===== config.mk =====
export PLATFORM = sky130hd
export DESIGN_NAME = frame_sequencer
export DESIGN_NICKNAME = d
export VERILOG_FILES = /design/src/rtl/img_pkg.sv /design/src/rtl/delay_counter.sv /design/src/rtl/frame_sequencer.sv
export SDC_FILE = /design/constraint.sdc
export NUM_CORES = 1
export LEC_CHECK = 0
export CAP_MARGIN = 20
export CORE_MARGIN = 2
export CORE_UTILIZATION = 43
export DETAILED_ROUTE_END_ITERATION = 8
export GPL_TIMING_DRIVEN = 1
export HOLD_SLACK_MARGIN = 0.08
export PLACE_DENSITY_LB_ADDON = 0.08
export SLEW_MARGIN = 20
export SYNTH_ARGS = -nofsm -noshare
export SYNTH_HDL_FRONTEND = slang
export SYNTH_HIERARCHICAL = 1
export SYNTH_SLANG_ARGS = --single-unit

===== constraint.sdc =====
create_clock -name clk -period 3.3 [get_ports clk]
set_clock_uncertainty 0.15 [all_clocks]
set_input_delay 0.495 -clock clk [delete_from_list [all_inputs] [get_ports clk]]
set_output_delay 0.495 -clock clk [all_outputs]
set_load 0.02 [all_outputs]

===== src/rtl/img_pkg.sv =====
// Shared image-pipeline definitions: sequencer state type, default geometry
// and delays, and the width helpers used by the reader/threshold blocks.
package img_pkg;

    typedef enum logic [2:0] {
        ST_IDLE,
        ST_START_WAIT,
        ST_ACTIVE,
        ST_HBLANK,
        ST_DONE
    } state_t;

    localparam int DEF_IMAGE_WIDTH      = 768;
    localparam int DEF_IMAGE_HEIGHT     = 512;
    localparam int DEF_START_DELAY      = 100;
    localparam int DEF_HORIZONTAL_DELAY = 160;

    // $clog2 clamped to 1 so degenerate geometries still get a real bit
    function automatic int clog2_min1(input int v);
        int r;
        r = $clog2(v);
        return (r < 1) ? 1 : r;
    endfunction

    function automatic int addr_w(input int w, input int h);
        return clog2_min1(w * h);
    endfunction

    function automatic int row_w(input int h);
        return clog2_min1(h);
    endfunction

    function automatic int col_w(input int w);
        return clog2_min1(w);
    endfunction

    // one counter serves both delays, so size it for the larger one
    function automatic int cnt_w(input int a, input int b);
        return $clog2((a > b) ? a : b) + 1;
    endfunction

endpackage


===== src/rtl/delay_counter.sv =====
// Loadable down-counter with zero flag; stops at zero.
module delay_counter #(
    parameter int W = 8
) (
    input  logic         clk,
    input  logic         reset,
    input  logic         i_load,
    input  logic [W-1:0] i_load_val,
    output logic         o_zero
);

    logic [W-1:0] r_cnt;

    // load has priority; otherwise count down and park at zero
    always_ff @(posedge clk) begin
        if (reset)
            r_cnt <= '0;
        else if (i_load)
            r_cnt <= i_load_val;
        else if (r_cnt != '0)
            r_cnt <= r_cnt - W'(1);
    end

    assign o_zero = (r_cnt == '0);

endmodule


===== src/rtl/frame_sequencer.sv =====
// Frame sequencer: walks the image two pixels per clock with start and
// per-line blanking delays, one frame per accepted start.
module frame_sequencer
    import img_pkg::*;
#(
    parameter  int IMAGE_WIDTH      = DEF_IMAGE_WIDTH,
    parameter  int IMAGE_HEIGHT     = DEF_IMAGE_HEIGHT,
    parameter  int START_DELAY      = DEF_START_DELAY,
    parameter  int HORIZONTAL_DELAY = DEF_HORIZONTAL_DELAY,
    localparam int ADDR_W           = addr_w(IMAGE_WIDTH, IMAGE_HEIGHT),
    localparam int ROW_W            = row_w(IMAGE_HEIGHT),
    localparam int COL_W            = col_w(IMAGE_WIDTH)
) (
    input  logic              clk,
    input  logic              reset,
    input  logic              start,
    input  logic              pause,
    output logic              busy,
    output logic              pixel_valid,
    output logic [ADDR_W-1:0] pix_addr,
    output logic [ROW_W-1:0]  row,
    output logic [COL_W-1:0]  col,
    output logic              vertical_Pulse,
    output logic              horizontal_Pulse,
    output logic              done_Flag
);

    localparam int               CNT_W    = cnt_w(START_DELAY, HORIZONTAL_DELAY);
    localparam logic [COL_W-1:0] LAST_COL = COL_W'(IMAGE_WIDTH - 2);
    localparam logic [ROW_W-1:0] LAST_ROW = ROW_W'(IMAGE_HEIGHT - 1);
    localparam logic [CNT_W-1:0] SW_LOAD  = CNT_W'(START_DELAY - 1);
    localparam logic [CNT_W-1:0] HB_LOAD  = CNT_W'(HORIZONTAL_DELAY - 1);

    state_t              r_state, w_next;
    logic                r_paused;
    logic [ADDR_W-1:0]   r_addr;
    logic [ROW_W-1:0]    r_row;
    logic [COL_W-1:0]    r_col;
    logic                w_load, w_zero, w_valid, w_accept;
    logic [CNT_W-1:0]    w_load_val;

    delay_counter #(.W(CNT_W)) u_delay (
        .clk       (clk),
        .reset     (reset),
        .i_load    (w_load),
        .i_load_val(w_load_val),
        .o_zero    (w_zero)
    );

    // a pair is emitted whenever ACTIVE and the previous edge saw no pause
    assign w_valid  = (r_state == ST_ACTIVE) && !r_paused;
    assign w_accept = ((r_state == ST_IDLE) || (r_state == ST_DONE)) && start;

    // next-state and delay-counter load decode
    always_comb begin
        w_next     = r_state;
        w_load     = 1'b0;
        w_load_val = '0;
        case (r_state)
            ST_IDLE, ST_DONE: begin
                if (start) begin
                    w_next     = ST_START_WAIT;
                    w_load     = 1'b1;
                    w_load_val = SW_LOAD;
                end
            end
            ST_START_WAIT: begin
                if (w_zero) w_next = ST_ACTIVE;
            end
            ST_ACTIVE: begin
                if (w_valid && (r_col == LAST_COL)) begin
                    if (r_row == LAST_ROW) begin
                        w_next = ST_DONE;
                    end else begin
                        w_next     = ST_HBLANK;
                        w_load     = 1'b1;
                        w_load_val = HB_LOAD;
                    end
                end
            end
            ST_HBLANK: begin
                if (w_zero) w_next = ST_ACTIVE;
            end
            default: w_next = ST_IDLE;
        endcase
    end

    // state, pause capture and pixel position counters
    always_ff @(posedge clk) begin
        if (reset) begin
            r_state  <= ST_IDLE;
            r_paused <= 1'b0;
            r_addr   <= '0;
            r_row    <= '0;
            r_col    <= '0;
        end else begin
            r_state  <= w_next;
            // pause only matters while staying in ACTIVE; entering ACTIVE is never stalled
            r_paused <= (r_state == ST_ACTIVE) && (w_next == ST_ACTIVE) && pause;
            if (w_accept) begin
                r_addr <= '0;
                r_row  <= '0;
                r_col  <= '0;
            end else if (w_valid) begin
                if (r_col != LAST_COL) begin
                    r_col  <= r_col + COL_W'(2);
                    r_addr <= r_addr + ADDR_W'(2);
                end else if (r_row != LAST_ROW) begin
                    r_col  <= '0;
                    r_row  <= r_row + ROW_W'(1);
                    r_addr <= r_addr + ADDR_W'(2);
                end
            end
        end
    end

    assign busy             = (r_state == ST_START_WAIT) || (r_state == ST_ACTIVE) ||
                              (r_state == ST_HBLANK);
    assign pixel_valid      = w_valid;
    assign pix_addr         = r_addr;
    assign row              = r_row;
    assign col              = r_col;
    assign vertical_Pulse   = (r_state == ST_ACTIVE) || (r_state == ST_HBLANK);
    assign horizontal_Pulse = (r_state == ST_ACTIVE);
    assign done_Flag        = (r_state == ST_DONE);

endmodule


==> results.py <==
metrics = {
    "global_routing": {
        "grt_pass1_vias": 2113,
        "antenna_found_initial": 0,
        "track_usage": 0.184,
        "grt_max_degree": 42,
        "grt_overflow_total": 0,
        "grt_first_pass_wirelength_um": 9650,
    },
    "hold_path": {
        "min_to": "pix_addr[16]",
        "hold_start": "pix_addr[16]",
        "worstHoldPathCells": 2,
        "hold_class": "register to register",
    },
    "route": {
        "vias": 2298,
        "dr.pass1.iters": 4,
        "ant_nets": 0,
        "drt-initial-drc-count": 66,
        "drc": 0,
        "wire_per_inst_um": 13.4,
        "drt_wl_total_um": 5510,
        "viasPerCell": 5.58,
    },
    "pwr": {
        "power_mw": 1.60,
        "p_leak_nw": 1.02,
        "p_sw_mw": 0.540,
        "p_sw_frac": 0.336,
        "powerDensity_mw_per_mm2": 519,
        "p_int_mw": 1.07,
        "power_frac_comb": 0.325,
        "ir_worst_vdd_uv": 494,
        "power.share.sequential": 0.437,
        "pwr-share-clk": 0.238,
    },
    "synthesis": {
        "yosysMostFrequentCell": "dfxtp_1",
        "yosys.cell_types.count": 49,
        "synthTopCellsByArea": "dfxtp_1 (39%), a21oi_1 (5.7%), o31ai_1 (4.8%)",
        "ys_seq_area_frac": 0.389,
        "async_flop_share": 0,
        "netlist_instances": 301,
        "syn_area_mm2": 0.00252,
        "synth_commonest_cells": "dfxtp_1 (49), a21oi_1 (29), nand2_1 (22)",
        "yosys.area.top_type": "dfxtp_1",
        "synth_edf_count": 0,
        "avgSynthCellArea_um2": 8.39,
        "synth_top_area_share": 0.389,
        "ys.flop_type": "dfxtp_1",
        "ys.warnings.count": 6,
        "ys_seq_elements": 49,
    },
    "clock_tree": {
        "numCtsBuffers": 5,
        "h-tree-depth": 2,
        "cts_num_sinks": 49,
        "cts_tree": "built",
        "ctsHoldBuffers": 0,
        "clock_latency_ps": 290,
        "post_cts_buffers": 0,
        "cts.path.max_buffers": 2,
        "cts.repair.resized": 0,
        "clk_pin_slew_ps": 80,
        "cts-root-buf": "clkbuf_8",
    },
    "floorplan": {
        "row_count": 27,
        "dieArea_mm2": 0.00650,
        "initial_core_util": 0.453,
        "die-height_um": 80.6,
        "die_x_um": 80.6,
        "core-area_mm2": 0.00557,
        "ioPinCount": 47,
    },
    "placement": {
        "post-place-cells": 404,
        "place_congestion": 0.786,
        "place_area_mm2": 0.00299,
        "dp_slack_ps": 875,
        "hpwl_um": 3930,
        "port_buffers": 44,
    },
    "timing": {
        "fin_tns_setup_ps": 0,
        "fin_ws_ps": 735,
        "final.min_clock_period_ps": 2570,
        "whs_ps": 341,
        "worst_pin_slew_ps": 563,
        "slew_headroom": 0.625,
        "setup_viol_count_final": 0,
        "rsz0062_at_grt": "no",
        "fmax_mhz": 390,
        "slew_violations": 0,
        "period_share": 0.777,
        "hold_violations": 0,
    },
    "layout": {
        "seq_area_um2": 981,
        "area_growth_syn_to_layout_pct": 22.4,
        "final_layout_size_suffix_gt1_frac": 0.0559,
        "fin_area_mm2": 0.00309,
        "num-nets-final": 348,
        "n_fill_cell": 525,
        "multi_input_area_mm2": 0.00141,
        "fin_util": 0.554,
        "antenna_cells": 0,
        "stdcell_count": 412,
    },
    "setup_path": {
        "rr_startpoint": "row[2]",
        "crit_type": "register to output pin",
        "cp_top_family": "buffers and inverters",
        "cp.required_ps": 2650,
        "cp_slowest_stage_delay_ps": 610,
        "cp.arrival_ps": 1920,
        "reg2reg_to": "pix_addr[2]",
        "cp_num_buf_inv": 2,
        "r2r_setup_slack_ps": 870,
        "ff2ff_path_depth": 9,
        "slowest_stage": "clkdlybuf4s50_1",
        "worstPathCellList": "or4b_4 > clkinv_4 > clkdlybuf4s50_1",
        "crit_fanout": 7,
        "start_kind": "register",
        "cp-end-kind": "output pin",
    },
    "run_status": {
        "status": "complete, no violations",
    },
    "run": {
        "cap_violations": 0,
    },
}
==> sequential cells by signal, indices dropped and copies added (netlist names) <==
name / flops
r_paused: 1
row: 9
u_delay/r_cnt: 9
r_state: 3
col: 9
pix_addr: 18
==> layout make-up <==
cell class | instances | area share
Clock buffer | 7 | 0.0312
Clock inverter | 1 | 0.00162
Inverter | 12 | 0.0162
Multi-Input combinational cell | 225 | 0.457
Sequential cell | 49 | 0.317
Tap cell | 72 | 0.0291
Timing Repair Buffer | 46 | 0.147
==> cells by family (layout without fill, tap and decap cells) <==
logic type,count (synthesis),count (layout),synth area share
AO/OA/AOI/OAI,77,77,0.199
XOR/XNOR,7,7,0.0243
adder cells (fa/ha/maj),5,5,0.0248
buffers and inverters,29,66,0.0550
flip-flops,49,49,0.389
multiplexers,5,5,0.0203
other,1,3,0.00149
AND/OR/NAND/NOR,128,128,0.286
==> worst max-delay path by stage <==
stage | from | depth (start not counted) | end | slack [ps]
2_1_floorplan | row[2] | 10 | pix_addr[2] | 780
3_3_place_gp | row[2] | 9 | pix_addr[2] | 920
3_5_place_dp | row[2] | 9 | pix_addr[2] | 870
4_1_cts | r_state[2] | 3 | pixel_valid | 710
5_1_grt | row[2] | 10 | u_delay/r_cnt[5] | 560
6_report | r_state[2] | 3 | pixel_valid | 730
==> cells in the final DEF, fill, tap and decap left out, drive strengths merged, types with 5 or more instances in the layout <==
master / count
dfxtp: 49
clkdlybuf4s50: 44
a21oi: 29
nand2: 22
nor2: 20
nand3: 17
o31ai: 16
or4: 16
o21ai: 13
inv: 11
nor3: 9
or3: 8
clkbuf: 7
nor2b: 6
nor4: 6
nand4: 6
xor2: 5
ha: 5
==> layer usage <==
metal  track usage  vias up  routed length (µm)
li1              -     1194                   -
met1         0.237     1067                2640
met2         0.313       35                2660
met3        0.0348        2                 182
met4        0.0508        0                  27
met5             0        -                   0
==> power groups by stage <==
stage,combinational (mW),sequential (mW),clock [mW]
6_report,0.522,0.702,0.381
5_1_grt,0.591,0.710,0.425
4_1_cts,0.526,0.701,0.399
3_5_place_dp,0.525,0.713,0
3_3_place_gp,0.516,0.714,0
2_1_floorplan,0.446,0.705,0
==> tightest hold or removal path, cell delays in order (launching register included) <==
cell	delay (ps)
dfxtp_1	330
o31ai_1	60
a21oi_1	50
Power figures use the tool's default switching activity.
